<file path="config.mk">
export PLATFORM = sky130hd
export DESIGN_NAME = faultdetector_mac_accum_flat
export DESIGN_NICKNAME = d
export VERILOG_FILES = /design/src/rtl/faultdetector_mac_accum_if.sv /design/src/rtl/faultdetector_mac_accum.sv /design/src/flat_wrapper.sv
export SDC_FILE = /design/constraint.sdc
export NUM_CORES = 1
export LEC_CHECK = 0
export ABC_AREA = 1
export ABC_CLOCK_PERIOD_IN_PS = 2200
export CAP_MARGIN = 20
export CORE_ASPECT_RATIO = 1.2
export CORE_MARGIN = 2
export CORE_UTILIZATION = 40
export DETAILED_ROUTE_END_ITERATION = 7
export PLACE_DENSITY = 0.66
export SLEW_MARGIN = 20
export SYNTH_ARGS = -nofsm -noshare
export SYNTH_HDL_FRONTEND = slang
export SYNTH_SLANG_ARGS = --single-unit
</file>
<file path="constraint.sdc">
create_clock -name clk -period 2.2 [get_ports clk]
set_input_delay 0.22 -clock clk [delete_from_list [all_inputs] [get_ports clk]]
set_output_delay 0.22 -clock clk [all_outputs]
set_load 0.01 [all_outputs]
</file>
<file path="src/rtl/faultdetector_mac_accum_if.sv">
// Operand, multiplier and result signals of the MAC accumulator stage.
// slave is the accumulator's view; master is the view of the surrounding datapath.
interface faultdetector_mac_accum_if #(
  parameter int ACC_W = 40,
  parameter int CNT_W = 16
);
  logic             s_valid;
  logic             s_ready;
  logic [13:0]      s_a;
  logic [14:0]      s_b;
  logic             s_last;
  logic             mul_ce;
  logic [13:0]      mul_din0;
  logic [14:0]      mul_din1;
  logic [28:0]      mul_dout;
  logic             m_valid;
  logic             m_ready;
  logic [ACC_W-1:0] m_sum;
  logic [CNT_W-1:0] m_count;
  logic             m_ovf;

  modport slave (
    input  s_valid, s_a, s_b, s_last, mul_dout, m_ready,
    output s_ready, mul_ce, mul_din0, mul_din1, m_valid, m_sum, m_count, m_ovf
  );

  modport master (
    output s_valid, s_a, s_b, s_last, mul_dout, m_ready,
    input  s_ready, mul_ce, mul_din0, mul_din1, m_valid, m_sum, m_count, m_ovf
  );
endinterface

</file>
<file path="src/rtl/faultdetector_mac_accum.sv">
// Streaming multiply-accumulate around an external pipelined 14x15 multiplier.
// Tags ride alongside the multiplier pipeline; one saturated sum is emitted per group.
module faultdetector_mac_accum #(
  parameter int MUL_LAT = 3,
  parameter int ACC_W   = 40,
  parameter int CNT_W   = 16
) (
  input logic                      clk,
  input logic                      reset,
  faultdetector_mac_accum_if.slave bus
);
  localparam logic [ACC_W-1:0] ACC_MAX = {ACC_W{1'b1}};
  localparam logic [CNT_W-1:0] CNT_MAX = {CNT_W{1'b1}};
  localparam logic [CNT_W-1:0] CNT_ONE = {{(CNT_W-1){1'b0}}, 1'b1};

  // Returns {saturated, value}; the product is zero-extended before the add.
  function automatic logic [ACC_W:0] sat_add(input logic [ACC_W-1:0] acc,
                                             input logic [28:0]      prod);
    logic [ACC_W:0] wide;
    wide = {1'b0, acc} + {{(ACC_W-28){1'b0}}, prod};
    if (wide[ACC_W]) begin
      return {1'b1, ACC_MAX};
    end else begin
      return wide;
    end
  endfunction

  // Returns {reached_max, value}; sticks at the maximum once there.
  function automatic logic [CNT_W:0] sat_inc(input logic [CNT_W-1:0] cnt);
    logic [CNT_W-1:0] nxt;
    if (cnt == CNT_MAX) begin
      return {1'b1, CNT_MAX};
    end else begin
      nxt = cnt + CNT_ONE;
      return {(nxt == CNT_MAX), nxt};
    end
  endfunction

  logic               stall_s;
  logic               ce_s;
  logic               accept_s;
  logic               out_vld_s;
  logic               out_last_s;
  logic               load_s;
  logic               sum_sat_s;
  logic               cnt_hit_s;
  logic [ACC_W-1:0]   nxt_sum_s;
  logic [CNT_W-1:0]   nxt_cnt_s;
  logic               nxt_ovf_s;

  logic [MUL_LAT-1:0] tag_vld_r;
  logic [MUL_LAT-1:0] tag_last_r;
  logic [ACC_W-1:0]   acc_r;
  logic [CNT_W-1:0]   cnt_r;
  logic               ovf_r;
  logic               m_valid_r;
  logic [ACC_W-1:0]   m_sum_r;
  logic [CNT_W-1:0]   m_count_r;
  logic               m_ovf_r;

  // A held result freezes the whole pipeline, multiplier included.
  assign stall_s    = m_valid_r && !bus.m_ready;
  assign ce_s       = reset || !stall_s;
  assign accept_s   = bus.s_valid && ce_s;
  assign out_vld_s  = tag_vld_r[MUL_LAT-1];
  assign out_last_s = tag_last_r[MUL_LAT-1];
  assign load_s     = ce_s && out_vld_s && out_last_s;

  assign bus.s_ready  = ce_s;
  assign bus.mul_ce   = ce_s;
  assign bus.mul_din0 = bus.s_a;
  assign bus.mul_din1 = bus.s_b;
  assign bus.m_valid  = m_valid_r;
  assign bus.m_sum    = m_sum_r;
  assign bus.m_count  = m_count_r;
  assign bus.m_ovf    = m_ovf_r;

  // Next accumulator, count and sticky overflow for the product under the out-tag.
  always_comb begin
    sum_sat_s = 1'b0;
    nxt_sum_s = '0;
    cnt_hit_s = 1'b0;
    nxt_cnt_s = '0;
    {sum_sat_s, nxt_sum_s} = sat_add(acc_r, bus.mul_dout);
    {cnt_hit_s, nxt_cnt_s} = sat_inc(cnt_r);
    nxt_ovf_s = ovf_r | sum_sat_s | cnt_hit_s;
  end

  // Tag shift register, kept in lockstep with the multiplier's ce-enabled stages.
  always_ff @(posedge clk) begin
    if (reset) begin
      tag_vld_r  <= '0;
      tag_last_r <= '0;
    end else if (ce_s) begin
      tag_vld_r[0]  <= accept_s;
      tag_last_r[0] <= bus.s_last;
      for (int i = 1; i < MUL_LAT; i++) begin
        tag_vld_r[i]  <= tag_vld_r[i-1];
        tag_last_r[i] <= tag_last_r[i-1];
      end
    end else begin
      tag_vld_r  <= tag_vld_r;
      tag_last_r <= tag_last_r;
    end
  end

  // Running group state; cleared after the closing term so back-to-back groups never merge.
  always_ff @(posedge clk) begin
    if (reset) begin
      acc_r <= '0;
      cnt_r <= '0;
      ovf_r <= 1'b0;
    end else if (ce_s && out_vld_s) begin
      if (out_last_s) begin
        acc_r <= '0;
        cnt_r <= '0;
        ovf_r <= 1'b0;
      end else begin
        acc_r <= nxt_sum_s;
        cnt_r <= nxt_cnt_s;
        ovf_r <= nxt_ovf_s;
      end
    end else begin
      acc_r <= acc_r;
      cnt_r <= cnt_r;
      ovf_r <= ovf_r;
    end
  end

  // Result register: a new group result takes priority over a completing handshake.
  always_ff @(posedge clk) begin
    if (reset) begin
      m_valid_r <= 1'b0;
      m_sum_r   <= '0;
      m_count_r <= '0;
      m_ovf_r   <= 1'b0;
    end else if (load_s) begin
      m_valid_r <= 1'b1;
      m_sum_r   <= nxt_sum_s;
      m_count_r <= nxt_cnt_s;
      m_ovf_r   <= nxt_ovf_s;
    end else if (ce_s && bus.m_ready) begin
      m_valid_r <= 1'b0;
      m_sum_r   <= m_sum_r;
      m_count_r <= m_count_r;
      m_ovf_r   <= m_ovf_r;
    end else begin
      m_valid_r <= m_valid_r;
      m_sum_r   <= m_sum_r;
      m_count_r <= m_count_r;
      m_ovf_r   <= m_ovf_r;
    end
  end
endmodule

</file>
<file path="src/flat_wrapper.sv">
// flat-port wrapper written by rule: the top's interface ports become plain ports
module faultdetector_mac_accum_flat 
#(
  parameter int MUL_LAT = 3,
  parameter int ACC_W   = 40,
  parameter int CNT_W   = 16
)
  (clk, reset, bus_s_valid, bus_s_a, bus_s_b, bus_s_last, bus_mul_dout, bus_m_ready, bus_s_ready, bus_mul_ce, bus_mul_din0, bus_mul_din1, bus_m_valid, bus_m_sum, bus_m_count, bus_m_ovf);
  faultdetector_mac_accum_if #(.ACC_W(ACC_W), .CNT_W(CNT_W)) bus_i ();
  input logic clk;
  input logic reset;
  input wire logic [$bits(bus_i.s_valid)-1:0] bus_s_valid;
  input wire logic [$bits(bus_i.s_a)-1:0] bus_s_a;
  input wire logic [$bits(bus_i.s_b)-1:0] bus_s_b;
  input wire logic [$bits(bus_i.s_last)-1:0] bus_s_last;
  input wire logic [$bits(bus_i.mul_dout)-1:0] bus_mul_dout;
  input wire logic [$bits(bus_i.m_ready)-1:0] bus_m_ready;
  output wire logic [$bits(bus_i.s_ready)-1:0] bus_s_ready;
  output wire logic [$bits(bus_i.mul_ce)-1:0] bus_mul_ce;
  output wire logic [$bits(bus_i.mul_din0)-1:0] bus_mul_din0;
  output wire logic [$bits(bus_i.mul_din1)-1:0] bus_mul_din1;
  output wire logic [$bits(bus_i.m_valid)-1:0] bus_m_valid;
  output wire logic [$bits(bus_i.m_sum)-1:0] bus_m_sum;
  output wire logic [$bits(bus_i.m_count)-1:0] bus_m_count;
  output wire logic [$bits(bus_i.m_ovf)-1:0] bus_m_ovf;
  assign bus_i.s_valid = bus_s_valid;
  assign bus_i.s_a = bus_s_a;
  assign bus_i.s_b = bus_s_b;
  assign bus_i.s_last = bus_s_last;
  assign bus_i.mul_dout = bus_mul_dout;
  assign bus_i.m_ready = bus_m_ready;
  assign bus_s_ready = bus_i.s_ready;
  assign bus_mul_ce = bus_i.mul_ce;
  assign bus_mul_din0 = bus_i.mul_din0;
  assign bus_mul_din1 = bus_i.mul_din1;
  assign bus_m_valid = bus_i.m_valid;
  assign bus_m_sum = bus_i.m_sum;
  assign bus_m_count = bus_i.m_count;
  assign bus_m_ovf = bus_i.m_ovf;
  faultdetector_mac_accum #(.MUL_LAT(MUL_LAT), .ACC_W(ACC_W), .CNT_W(CNT_W)) u_core (.clk(clk), .reset(reset), .bus(bus_i));
endmodule
</file>
; Word level (Yosys, flattened, before mapping)
; Index checks and enable logic that the tools add are counted.
[classes]
add_sub_neg = 2
n_mul = 0
div = 0
magnitude_cmp = 0
n_eq_ne = 2
shift = 0
muxes = 7
bitwise = 2
reduce_logical = 9
[ops]
columns = operator, n
row1 = 40-bit by 29-bit adder with 41-bit output, 1
row2 = 41-bit two-way mux, 1
row3 = 40-bit two-way mux, 1
row4 = 16-bit equality test (second input constant), 2
row5 = 17-bit two-way mux, 1
row6 = 16-bit by 1-bit adder with 16-bit output (second input constant), 1
row7 = 16-bit two-way mux, 1
row8 = 1-bit logical AND, 5
row9 = 1-bit two-way mux, 3
row10 = 1-bit logical NOT, 2
row11 = 1-bit bitwise OR, 2
row12 = 2-bit nonzero test, 1
row13 = 1-bit logical OR, 1
[totals]
regBits = 121
latchBits = 0
ram_bits = 0
mem_bits_ro = 0
in_bits = 63
out_inout_bits = 89
word_cells = 31
mem_count = 0

; Logic depth before layout (Yosys ltp)
[logic_depth]
word_depth = 7
mapped_depth = 17
ltp_nobuf = 15

; Least setup slack after synthesis
; OpenSTA, ideal clock, no wires.
[synth_path]
kind = flip-flop to flip-flop
start = reg u_core.acc_r[0]
end = reg u_core.m_sum_r[20], in the netlist u_core.bus.m_sum[20]
setup_ns = 0.114
arrival_time_ns = 2.042
required_time_ns = 2.086
path_slack_ns = 0.045
path_stages_with_launch = 17
path_buffers = 2
period_less_slack_ns = 2.155
cell_sequence = dfxtp_1 -> ha_1 -> fa_1 -> nand2_1 -> nand3_1 -> nand3_1 -> nand2_2 -> nand2_1 -> nand2_2 -> nand2_2 -> nand2_4 -> nand2_4 -> buf_6 -> buf_12 -> nand2_4 -> o21bai_1 -> inv_1
[synth_via]
elab_chain_cells = 2
[synth_rtl]
columns = element, line_no
row1 = start: declaration, faultdetector_mac_accum.sv:53  ; logic [ACC_W-1:0] acc_r;
row2 = start signal: assignment, faultdetector_mac_accum.sv:119  ; acc_r <= nxt_sum_s;
row3 = start signal: assignment, faultdetector_mac_accum.sv:124  ; acc_r <= acc_r;
row4 = 40-bit by 29-bit adder with 41-bit output, faultdetector_mac_accum.sv:20  ; wide = {1'b0, acc} + {{(ACC_W-28){1'b0}}, prod};
row5 = 41-bit two-way mux, faultdetector_mac_accum.sv:21  ; if (wide[ACC_W]) begin
row6 = end signal: assignment, faultdetector_mac_accum.sv:139  ; m_sum_r <= nxt_sum_s;
row7 = end signal: assignment, faultdetector_mac_accum.sv:144  ; m_sum_r <= m_sum_r;
row8 = end signal: assignment, faultdetector_mac_accum.sv:149  ; m_sum_r <= m_sum_r;
row9 = end: declaration, faultdetector_mac_accum.sv:57  ; logic [ACC_W-1:0] m_sum_r;
; No other way between the ends.
; A chain may end at the register's enable or synchronous reset.

; Worst setup path after layout
[layout_path]
start = reg u_core.acc_r[19]
end = reg u_core.m_sum_r[14], in the netlist u_core.bus.m_sum[14]
; Same word-level chain as after synthesis.

==> reports/metrics.yaml <==
status: "finished with violations"
failed_checks: "setup timing"
p_leak_uw: 0.005563
die-area_sq_um: 21660
grt_remaining_overflow: 0
die_y_um: 160.8
ir_drop_v: 0.0004944
placed_area_sq_um: 10070
fin_area_sq_um: 11470
num_rows: 57
timing.rr.end: "u_core.bus.m_sum[14]"
cp-endpoint: "u_core.bus.m_sum[14]"
io_buffers: 93
layout.cells.non_filler: 1767
drv_slew: 0
clock_skew_ns: 0.01209
drive_above_1_share_pct: 22.57
period_share_pct: 101.1
design_power_total_uw: 5880
worstPathRequired_ns: 2.52
avgViaCountPerCell: 4.801
synthesis.instances: 1315
slew_headroom_pct: 44.73
synth_area_sq_um: 8199
synthAdderAreaFrac_pct: 4.975
async_flop_share_pct: 0
rr_worst_depth: 16
fmax_mhz: 449.7
min_period_ns: 2.224
drc_errors: 0
synth_compound_area_share_pct: 14.63
start_kind: "flip-flop"
coreArea_sq_um: 20180
synth.avg_cell_area_sq_um: 6.235
vias: 8483
yosys.cell_types.count: 37
min_path_type: "in -> reg"
layout_common_cells: "nand2_1, inv_1, buf_4, dfxtp_1, clkdlybuf4s50_1"
critPathMaxStageDelay_ns: 0.31
synth_xor_area_share_pct: 2.564
antenna_found_initial: 0
dr.first_iter.drc_count: 408
rr_startpoint: "u_core.acc_r[19]"
mostFrequentLayoutCell: "nand2_1"
h-tree-depth: 4
grt_pass1_wl_um: 39960
finalHoldViolCount: 0
cts_root_buf: "clkbuf_16"
area_growth_pct: 39.91
clk_pin_slew_ns: 0.06
cp_common_cell: "nand2_1"
power.density_nw_per_um2: 512.6
ant_nets: 0
setup_viol: 8
start_util_pct: 40.62
path_delay_family: "simple AND/OR/NAND/NOR gates"
grt_pass1_vias: 8086
dp_hpwl_um: 18190
rsz0062_at_grt: "yes"
clk_latency_ns: 0.43
post_drt_wl_per_cell_um: 14.27
grt_max_degree: 64
numClockSinks: 121
gp_congestion: 0.9690
slowest_stage: "dfxtp_1"
dieWidth_um: 134.7
wirelength_um: 25220
startpoint: "u_core.acc_r[19]"
synthMuxAreaShare_pct: 0
worstPathArrival_ns: 2.54
synthSimpleGateAreaFrac_pct: 33.01
synth_edf_count: 0
ys_ff_latch: 121
cts_tree: "yes"
diodes: 0
drtPass1Iterations: 5
crit_buf_inv: 5
path_depth: 16
ys_seq_area_share_pct: 29.54
cp_cell_sequence: "ha_1 > nand2_1 > inv_1 > nand2_1 > nand2_1 > nand2_1 > nand2_1 > a21oi_2 > buf_4 > nand2_4 > nand2_8 > buf_12 > clkbuf_16 > nand2_1 > o21bai_1 > inv_1"
nets: 1584
path_class: "reg -> reg"
layout_setup_ws_ns: -0.02376
endpoint_kind: "flip-flop"
cts_inserted_buffers: 17
pin_count: 152
syn-num-nets: 1410
worst_slew_pin_slew_ns: 0.8291
cts_buffer_depth: 2
track_usage_pct: 23.11
yosysWarnings: 0
path_max_fanout: 8
synth_top_family_by_area: "simple AND/OR/NAND/NOR gates"
maxCapViolCount: 0
reg2reg_slack_ns: -0.02
worstHoldStart: "reset"
synth_flop_cell: "dfxtp_1"
place_inst: 1730
flip-flops by register name, summed over array words and instances, names as in the netlist, 3 cells and up:
name / cells
u_core.bus.m_count: 16
u_core.tag_last_r: 3
u_core.acc_r: 40
u_core.cnt_r: 16
u_core.tag_vld_r: 3
u_core.bus.m_sum: 40
worst reg2reg max path: stages, from the launching register on:
cell	delay, ns
dfxtp_1	0.31
ha_1	0.30
nand2_1	0.14
inv_1	0.05
nand2_1	0.06
nand2_1	0.08
nand2_1	0.08
nand2_1	0.09
a21oi_2	0.17
buf_4	0.14
nand2_4	0.06
nand2_8	0.08
buf_12	0.15
clkbuf_16	0.17
nand2_1	0.08
o21bai_1	0.12
inv_1	0.04
cells in the mapped netlist, types with 12 or more instances:
cell type  instances  area, sq um
nand2_4           12        135.1
buf_4             31        232.7
nor2_1           103        386.6
xor2_1            21        183.9
nand2_1          402         1509
clkbuf_1          20        75.07
ha_1              31        387.9
inv_1            218        818.3
o21bai_1          41        307.8
dfxtp_1          121         2422
nand3_1           75        375.4
nand2_2           13        81.33
a21oi_1           73        365.4
o21ai_0           67        335.3
buf_2             13        65.06
how the worst min path moves through the flow:
| stage | slack (ns) | to | cells past startpoint |
|---|---|---|---|
| floorplan | 0.39 | u_core.tag_vld_r[0] | 2 |
| global route | 0.30 | u_core.bus.m_valid | 4 |
| detailed placement | 0.44 | bus_mul_din0[9] | 0 |
| CTS | 0.27 | u_core.bus.m_valid | 4 |
| global placement | 0.44 | bus_mul_din0[9] | 0 |
| finish | 0.29 | u_core.bus.m_valid | 4 |
through the flow:
step / util (%) / TNS, ns / worst slack, ns / hold slack, ns
after floorplan: - / 0 / 0.04451 / 0.3867
after global placement: 49.87 / -31.19 / -0.4685 / 0.4401
after detailed placement: 49.87 / -29.37 / -0.4377 / 0.4401
after CTS: 53.04 / 0 / 0.0004690 / 0.2696
after global routing: 56.83 / -4.822 / -0.1331 / 0.2992
final: 56.83 / -0.08260 / -0.02376 / 0.2870
report_power, final:
group	internal [uW]	switching (uW)	total, uW
registers	2210	17.1	2230
logic	340	413	753
clock network	1740	1150	2890
per-layer routing:
metal	track usage [%]	up-vias	wire, um
met5	0	-	0
met4	6.459	0	414
met3	4.072	24	1205
met2	40.96	177	12770
met1	28.51	3877	10830
li1	-	4405	-
repair_timing:
| action | in CTS | in global routing |
|---|---|---|
| buffers inserted | 0 | 3 |
| pin swaps | 0 | 34 |
| resized for setup | 11 | 138 |
| hold buffers | 0 | 0 |
| setup endpoints to repair | 60 | 82 |
| cloned | 0 | 2 |
logic make-up (layout without fill, tap and decap cells):
family	count (synthesis)	after routing
xor+xnor	24	24
compound gates	206	206
flops	121	121
buf+inv	292	479
fa+ha+maj	32	32
simple gates	640	640
cell type report:
class / count / area [sq um]
timing repair buffer: 227 / 2036
fill: 1937 / 8712
inverter: 220 / 825.8
sequential: 121 / 2424
clock buffer: 20 / 456.7
clock inverter: 12 / 140.1
multi-input combinational: 902 / 5258
tap: 265 / 331.6
Note: power is estimated with default switching activity, not from simulation.
